<file path="config.mk">
export PLATFORM = sky130hd
export DESIGN_NAME = serial_frame_tx
export DESIGN_NICKNAME = d
export VERILOG_FILES = /design/src/rtl/serial_frame_tx.sv
export SDC_FILE = /design/constraint.sdc
export NUM_CORES = 1
export LEC_CHECK = 0
export CAP_MARGIN = 25
export CORE_MARGIN = 5
export CORE_UTILIZATION = 45
export CTS_BUF_LIST = sky130_fd_sc_hd__clkbuf_2 sky130_fd_sc_hd__clkbuf_4 sky130_fd_sc_hd__clkbuf_8
export DETAILED_ROUTE_END_ITERATION = 10
export DONT_BUFFER_PORTS = 1
export HOLD_SLACK_MARGIN = 0.03
export PLACE_DENSITY = 0.62
export SLEW_MARGIN = 30
export SYNTH_ARGS = -nofsm -noshare
export SYNTH_HDL_FRONTEND = slang
export SYNTH_SLANG_ARGS = --single-unit
</file>
<file path="constraint.sdc">
create_clock -name clk -period 2.3 [get_ports clk]
set_input_delay 0.575 -clock clk [delete_from_list [all_inputs] [get_ports clk]]
set_output_delay 0.575 -clock clk [all_outputs]
set_load 0.02 [all_outputs]
</file>
<file path="src/rtl/serial_frame_tx.sv">
// Framed serial transmitter: accepts a WIDTH-bit word over valid/ready and
// shifts it out as start(0), WIDTH data bits, stop(1), each held CYCLES_PER_BIT clocks.
module serial_frame_tx #(
    parameter int WIDTH          = 8,
    parameter int CYCLES_PER_BIT = 1,
    parameter int MSB_FIRST      = 0
) (
    input  logic             clk,
    input  logic             rst,
    input  logic [WIDTH-1:0] data_in,
    input  logic             load_valid,
    output logic             load_ready,
    output logic             d_out,
    output logic             busy,
    output logic             done
);

    localparam int CW = (CYCLES_PER_BIT > 1) ? $clog2(CYCLES_PER_BIT) : 1;
    localparam int BW = (WIDTH > 1) ? $clog2(WIDTH) : 1;
    localparam logic [CW-1:0] CYC_LAST = CW'(CYCLES_PER_BIT - 1);
    localparam logic [CW-1:0] CYC_ZERO = CW'(0);
    localparam logic [CW-1:0] CYC_ONE  = CW'(1);
    localparam logic [BW-1:0] BIT_LAST = BW'(WIDTH - 1);
    localparam logic [BW-1:0] BIT_ZERO = BW'(0);
    localparam logic [BW-1:0] BIT_ONE  = BW'(1);

    typedef enum logic [1:0] {
        IDLE  = 2'd0,
        START = 2'd1,
        DATA  = 2'd2,
        STOP  = 2'd3
    } state_t;

    state_t            state_q, state_d;
    logic [CW-1:0]     cyc_q, cyc_d;
    logic [BW-1:0]     bit_q, bit_d;
    logic [WIDTH-1:0]  sh_q, sh_d;
    logic [WIDTH-1:0]  sh_shift_s;
    logic              d_out_q, d_out_d;
    logic              busy_q, busy_d;
    logic              done_q, done_d;
    logic              ready_q, ready_d;
    logic              bit_end_s;

    // The bit on the line is always taken from the head of the shift register.
    function automatic logic head_bit(input logic [WIDTH-1:0] w);
        logic b;
        if (MSB_FIRST != 0) begin
            b = w[WIDTH-1];
        end else begin
            b = w[0];
        end
        return b;
    endfunction

    function automatic logic [WIDTH-1:0] shift_word(input logic [WIDTH-1:0] w);
        logic [WIDTH-1:0] r;
        if (MSB_FIRST != 0) begin
            r = w << 1;
        end else begin
            r = w >> 1;
        end
        return r;
    endfunction

    assign bit_end_s  = (cyc_q == CYC_LAST);
    assign sh_shift_s = shift_word(sh_q);

    // Next-state logic; d_out_d is the value the line will carry after this edge.
    always_comb begin
        state_d = state_q;
        cyc_d   = cyc_q;
        bit_d   = bit_q;
        sh_d    = sh_q;
        d_out_d = 1'b1;
        busy_d  = busy_q;
        done_d  = 1'b0;
        ready_d = ready_q;
        case (state_q)
            IDLE: begin
                busy_d  = 1'b0;
                ready_d = 1'b1;
                cyc_d   = CYC_ZERO;
                bit_d   = BIT_ZERO;
                if (load_valid) begin
                    sh_d    = data_in;
                    state_d = START;
                    d_out_d = 1'b0;
                    busy_d  = 1'b1;
                    ready_d = 1'b0;
                end else begin
                    d_out_d = 1'b1;
                end
            end
            START: begin
                if (bit_end_s) begin
                    cyc_d   = CYC_ZERO;
                    bit_d   = BIT_ZERO;
                    state_d = DATA;
                    d_out_d = head_bit(sh_q);
                end else begin
                    cyc_d   = cyc_q + CYC_ONE;
                    d_out_d = 1'b0;
                end
            end
            DATA: begin
                if (bit_end_s) begin
                    cyc_d = CYC_ZERO;
                    sh_d  = sh_shift_s;
                    if (bit_q == BIT_LAST) begin
                        bit_d   = BIT_ZERO;
                        state_d = STOP;
                        d_out_d = 1'b1;
                    end else begin
                        bit_d   = bit_q + BIT_ONE;
                        d_out_d = head_bit(sh_shift_s);
                    end
                end else begin
                    cyc_d   = cyc_q + CYC_ONE;
                    d_out_d = head_bit(sh_q);
                end
            end
            STOP: begin
                d_out_d = 1'b1;
                if (bit_end_s) begin
                    cyc_d   = CYC_ZERO;
                    state_d = IDLE;
                    done_d  = 1'b1;
                    busy_d  = 1'b0;
                    ready_d = 1'b1;
                end else begin
                    cyc_d = cyc_q + CYC_ONE;
                end
            end
            default: begin
                state_d = IDLE;
                cyc_d   = CYC_ZERO;
                bit_d   = BIT_ZERO;
                d_out_d = 1'b1;
                busy_d  = 1'b0;
                ready_d = 1'b1;
            end
        endcase
    end

    // State and registered outputs; reset aborts any frame in flight.
    always_ff @(posedge clk or posedge rst) begin
        if (rst) begin
            state_q <= IDLE;
            cyc_q   <= CYC_ZERO;
            bit_q   <= BIT_ZERO;
            sh_q    <= {WIDTH{1'b0}};
            d_out_q <= 1'b1;
            busy_q  <= 1'b0;
            done_q  <= 1'b0;
            ready_q <= 1'b1;
        end else begin
            state_q <= state_d;
            cyc_q   <= cyc_d;
            bit_q   <= bit_d;
            sh_q    <= sh_d;
            d_out_q <= d_out_d;
            busy_q  <= busy_d;
            done_q  <= done_d;
            ready_q <= ready_d;
        end
    end

    assign d_out      = d_out_q;
    assign busy       = busy_q;
    assign done       = done_q;
    assign load_ready = ready_q;

endmodule

</file>
Word-level counts from Yosys, hierarchy flattened --
Cells that the tools add are included.
Storage, ports and cells: register bits after elaboration 18, word-level logic and storage cells 55
Cells by class: add/sub/neg operators 2, equal/unequal tests 9, multiplexer cells 27, reduce and logical (&&, ||, !) cells 9
Operator list (count):
- 8-bit two-way mux | 2
- 8-bit case mux with 2 select lines | 1
- 1-bit two-way mux | 10
- 2-bit two-way mux | 5
- 2-bit != test (second input constant) | 5
- 3-bit two-way mux | 3
- 3-bit case mux with 3 select lines | 1
- 2-bit case mux with 4 select lines | 1
- 1-bit case mux with 2 select lines | 3
- 3-bit AND reduction | 2
- 5-bit AND reduction | 1
- 2-bit == test (second input constant) | 2
- 1-bit case mux with 4 select lines | 1
- 2-bit nonzero test | 2
- 3-bit by 1-bit adder with 3-bit output (second input constant) | 1
- 3-bit == test (second input constant) | 1
- 3-bit nonzero test | 1
- 3-bit OR reduction | 1
- 2-bit by 1-bit == test with 1-bit output (second input constant) | 1
- 2-bit zero test | 1
- 2-bit AND reduction | 1
- 1-bit adder (second input constant) | 1

Longest topological paths before layout --
depth after elaboration 4, gate-level depth with buffers 6

Worst setup path after synthesis --
OpenSTA, ideal clock, no wires.
path kind flip-flop to flip-flop, start reg state_q[0], end reg state_q[1], library setup time 128 ps, arrival time 1411 ps, required time 2172 ps, path slack 761 ps, cell stages (with the launch flop) 7, clock period less this slack 1539 ps, cells stage by stage dfrtp_1 inv_1 ha_1 buf_6 and2b_4 a21oi_2 mux2_1
On the way: longest elaborated chain between the ends 3, elaborated cells on any way between the ends 11
RTL lines:
- start, declared | RTL line 34 | state_t state_q, state_d;
- start signal, assigned | RTL line 158 | state_q <= state_d;
- 2-bit == test (tied with other cells) | RTL line 79 | case (state_q)
- 2-bit != test (no line)
- 5-bit AND reduction (no line)
Several ways; a longest one is shown, not always the timed one. A chain may end at the register's enable or synchronous reset.

Worst setup path in the final report --
start reg state_q[0], end reg sh_q[5]
On the way: longest elaborated chain between the ends 3, elaborated cells on any way between the ends 7
RTL lines:
- 2-bit == test / 2-bit zero test (equally long branches) | RTL line 79
- 2-bit != test (no line) / 2-bit nonzero test (equally long branches)
- 3-bit AND reduction (no line)
- end signal, assigned | RTL line 152 | sh_q <= {WIDTH{1'b0}};
- end, declared | RTL line 37 | logic [WIDTH-1:0] sh_q, sh_d;
Several ways; a longest one is shown, not always the timed one.

==> metrics.txt <==
# TYPE chip_impl_metric gauge
chip_impl_metric{name="grt_overflow",unit=""} 0
chip_impl_metric{name="max_clock_freq",unit="GHz"} 0.6070
chip_impl_info{name="critical_setup_path_class",value="flop to flop"} 1
chip_impl_metric{name="worst_clock_skew",unit="ns"} 0.01426
chip_impl_info{name="worst_setup_path_start_kind",value="flop"} 1
chip_impl_metric{name="antenna_violations_before_repair",unit=""} 0
chip_impl_metric{name="power_frac_seq",unit="%"} 43.6
chip_impl_metric{name="post-route-util",unit="%"} 48.24
chip_impl_metric{name="finish.net_count",unit=""} 94
chip_impl_metric{name="die_w",unit="um"} 54.43
chip_impl_metric{name="power.share.switching",unit="%"} 39.49
chip_impl_info{name="status",value="finished clean"} 1
chip_impl_metric{name="globalRouteTotalUtil",unit="%"} 12.22
chip_impl_metric{name="yosysUniqueCellTypes",unit=""} 28
chip_impl_metric{name="power.combinational.fraction",unit="%"} 43.9
chip_impl_metric{name="finalSetupViolCount",unit=""} 0
chip_impl_metric{name="remaining_max_slew_budget_at_the_tightest_pin",unit="%"} 57.53
chip_impl_metric{name="placeableCoreArea",unit="mm^2"} 0.001922
chip_impl_metric{name="grt_pass1_wl",unit="mm"} 2.511
chip_impl_metric{name="number_of_levels_in_the_clock_h_tree",unit=""} 1
chip_impl_metric{name="ys_seq_elements",unit=""} 17
chip_impl_metric{name="drive_gt1_share",unit="%"} 13.51
chip_impl_metric{name="netSwitchingPower",unit="W"} 0.0005193
chip_impl_metric{name="num_vias",unit=""} 547
chip_impl_metric{name="ys.warnings.count",unit=""} 0
chip_impl_metric{name="ctsHoldBuffers",unit=""} 0
chip_impl_metric{name="irDropWorstVdd",unit="uV"} 543.7
chip_impl_metric{name="fin_crit_sh",unit="%"} 71.63
chip_impl_metric{name="clockBufferDepth",unit=""} 2
chip_impl_metric{name="cts_made_buffers",unit=""} 3
chip_impl_metric{name="clock_sink_count",unit=""} 17
chip_impl_metric{name="hold_violations",unit=""} 0
chip_impl_metric{name="detail_route.wirelength",unit="mm"} 1.514
chip_impl_info{name="unrepaired_setup_endpoints_after_global_routing",value="false"} 1
chip_impl_metric{name="remaining_drc_errors",unit=""} 0
chip_impl_metric{name="post-place-cells",unit=""} 97
chip_impl_metric{name="cellInternalPower",unit="W"} 0.0007958
chip_impl_metric{name="placedInstanceArea",unit="um^2"} 899.6
chip_impl_info{name="cts_tree",value="built"} 1
chip_impl_metric{name="n_fill_cell",unit=""} 192
chip_impl_metric{name="drv_slew",unit=""} 0
chip_impl_metric{name="worstPathMaxFanout",unit=""} 8
chip_impl_info{name="crit_path_cell_trace",value="inv_1 > ha_1 > nand2_1 > or3_1 > o221a_1"} 1
chip_impl_metric{name="antenna_cells",unit=""} 0
chip_impl_metric{name="postSynthCellCount",unit=""} 72
chip_impl_metric{name="maximum_number_of_pins_on_one_net_before_global_route_repair",unit=""} 18
chip_impl_metric{name="gp_congestion",unit=""} 0.6741
chip_impl_metric{name="min_period",unit="ns"} 1.647
chip_impl_info{name="layout.cells.most_common",value="dfrtp_1"} 1
chip_impl_metric{name="route.detailed.wl_per_inst",unit="um"} 14.99
chip_impl_metric{name="syn_to_final_growth",unit="%"} 4.366
chip_impl_metric{name="portBuffers",unit=""} 0
chip_impl_metric{name="syn-mean-instance-area",unit="um^2"} 12.34
chip_impl_metric{name="insertion_delay",unit="ns"} 0.30
chip_impl_metric{name="worstPathRequired",unit="ns"} 2.50
chip_impl_metric{name="final_cell_area",unit="um^2"} 927.1
chip_impl_info{name="type_of_the_worst_min_delay_path",value="primary input to async pin"} 1
chip_impl_metric{name="route.antenna.remaining_nets",unit=""} 0
chip_impl_metric{name="setup_tns",unit="ns"} 0
chip_impl_metric{name="firstDrtPassIters",unit=""} 4
chip_impl_metric{name="worst_ep_arrival_time",unit="ns"} 1.85
chip_impl_metric{name="die-area",unit="mm^2"} 0.002963
chip_impl_metric{name="cts.repair.resized",unit=""} 0
chip_impl_metric{name="boundaryPins",unit=""} 15
chip_impl_metric{name="grt_pass1_vias",unit=""} 574
chip_impl_metric{name="std_cell_rows",unit=""} 16
chip_impl_metric{name="maxCapViolCount",unit=""} 0
chip_impl_metric{name="cts_post_setup_buffers_inserted",unit=""} 0
chip_impl_metric{name="cpPeakStageDelay",unit="ns"} 0.44
chip_impl_metric{name="cellPowerDensity",unit="mW/mm^2"} 1418
chip_impl_info{name="critical_path_end_type",value="flop"} 1
chip_impl_metric{name="hpwlAfterDp",unit="mm"} 1.126
chip_impl_metric{name="layout.cells.non_filler",unit=""} 101
chip_impl_metric{name="p_leak",unit="nW"} 0.4050
chip_impl_metric{name="worstMarginPinSlew",unit="ns"} 0.6364
chip_impl_metric{name="syn_nets",unit=""} 91
chip_impl_metric{name="clk_transition_reported_paths",unit="ns"} 0.11
chip_impl_metric{name="post_drt_via_cell_ratio",unit=""} 5.416
chip_impl_metric{name="initial_util",unit="%"} 46.22
chip_impl_info{name="final_cell_mix",value="dfrtp_1, ha_1, o221a_1, inv_1, or3_1"} 1
chip_impl_info{name="cp_slowest_cell",value="dfrtp_1"} 1
chip_impl_info{name="clockRootBuffer",value="clkbuf_4"} 1
chip_impl_metric{name="die_h",unit="um"} 54.43
chip_impl_metric{name="detail_route.iter0.violations",unit=""} 4
chip_impl_metric{name="ys_seq_area_share",unit="%"} 48.17
chip_impl_metric{name="clkPwrFrac",unit="%"} 12.5
chip_impl_metric{name="synth_area",unit="um^2"} 888.4
cells in the mapped netlist (all sizes together):
master  count  share of area, %
a211oi      1              0.85
a21o        2               1.7
a21oi       2               1.5
a22o        2               2.0
a22oi       1              0.85
a31oi       1              0.70
and2b       2               2.0
buf         2               2.5
dfrtp      15                42
dfstp       2               5.9
ha          8                11
inv         5               2.1
mux2        1               1.3
nand2       2              0.85
nand2b      4               3.7
nor2        2               1.1
nor2b       1              0.70
nor3b       1              0.85
nor4b       1              0.99
o21ai       2               1.1
o221a       7               8.9
o22a        3               3.0
o32a        1               1.1
or3         4               2.8
layer usage:
metal	part of all wire (%)	track usage, %	up-vias
met1	47	15.68	256
met3	6.0	2.997	4
met2	45	17.73	12
met4	2.0	8.714	0
li1	-	-	275
met5	0	0	-
path summary, 6_finish.rpt:
| check | start | endpoint | slack [ns] | cells after the start |
|---|---|---|---|---|
| max | state_q[0]$_DFFE_PP0P_ | sh_q[5]$_DFFE_PP0P_ | 0.65 | 5 |
| min | rst | sh_q[6]$_DFFE_PP0P_ | 0.23 | 1 |
| max reg2reg | state_q[0]$_DFFE_PP0P_ | sh_q[5]$_DFFE_PP0P_ | 0.65 | 5 |
| min reg2reg | bit_q[0]$_DFFE_PP0P_ | bit_q[0]$_DFFE_PP0P_ | 0.52 | 1 |
| max in group asynchronous | rst | bit_q[1]$_DFFE_PP0P_ | 1.65 | 1 |
| min in group clk | load_valid | d_out$_DFF_PP1_ | 0.33 | 1 |
cells by family (layout without fill, tap and decap cells):
kind of cell,Yosys count,in the layout,synth area share [%]
AO/OA/AOI/OAI,22,22,21.69
flip-flops,17,17,48.17
AND/OR/NAND/NOR,17,17,12.96
adder cells (fa/ha/maj),8,8,11.27
buffers and inverters,7,9,4.648
multiplexers,1,1,1.268
flip-flops by register name, summed over array words and instances, names as in the netlist:
name        cells
load_ready      1
sh_q            8
d_out           1
done            1
bit_q           3
state_q         2
busy            1
power groups by stage:
stage	Sequential (W)	Combinational, W	Clock (W)
detailed placement	0.000583	0.000583	0
floorplan	0.000558	0.000524	0
global route	0.000590	0.000653	0.000183
global placement	0.000582	0.000565	0
finish	0.000573	0.000578	0.000164
CTS	0.000575	0.000587	0.000171
through the flow:
| stage | hold WS (ns) | worst slack, ns | total power, W |
|---|---|---|---|
| 2_1_floorplan | 0.4661 | 0.7610 | 0.001082 |
| 3_3_place_gp | 0.4990 | 0.6970 | 0.001146 |
| 3_5_place_dp | 0.5057 | 0.6261 | 0.001166 |
| 4_1_cts | 0.2562 | 0.6256 | 0.001333 |
| 5_1_grt | 0.2891 | 0.4935 | 0.001426 |
| 6_report | 0.2297 | 0.6526 | 0.001315 |
critical path, delay by kind of cell, from the launching register on:
family	cells	cell delay, ns
AO/OA/AOI/OAI	1	0.13
adder cells (fa/ha/maj)	1	0.31
buffers and inverters	1	0.12
flip-flops	1	0.44
AND/OR/NAND/NOR	2	0.56
area by class of cell:
cell class                 count  area (um^2)  share of cell area (%)
clock inverter                 1        5.005                  0.5398
inverter                       5        18.77                   2.024
multi-input combinational     48        419.2                   45.21
tap                           27        33.78                   3.644
sequential                    17        427.9                   46.15
clock buffer                   3        22.52                   2.429
No activity file was read; power rests on OpenSTA's default activity.
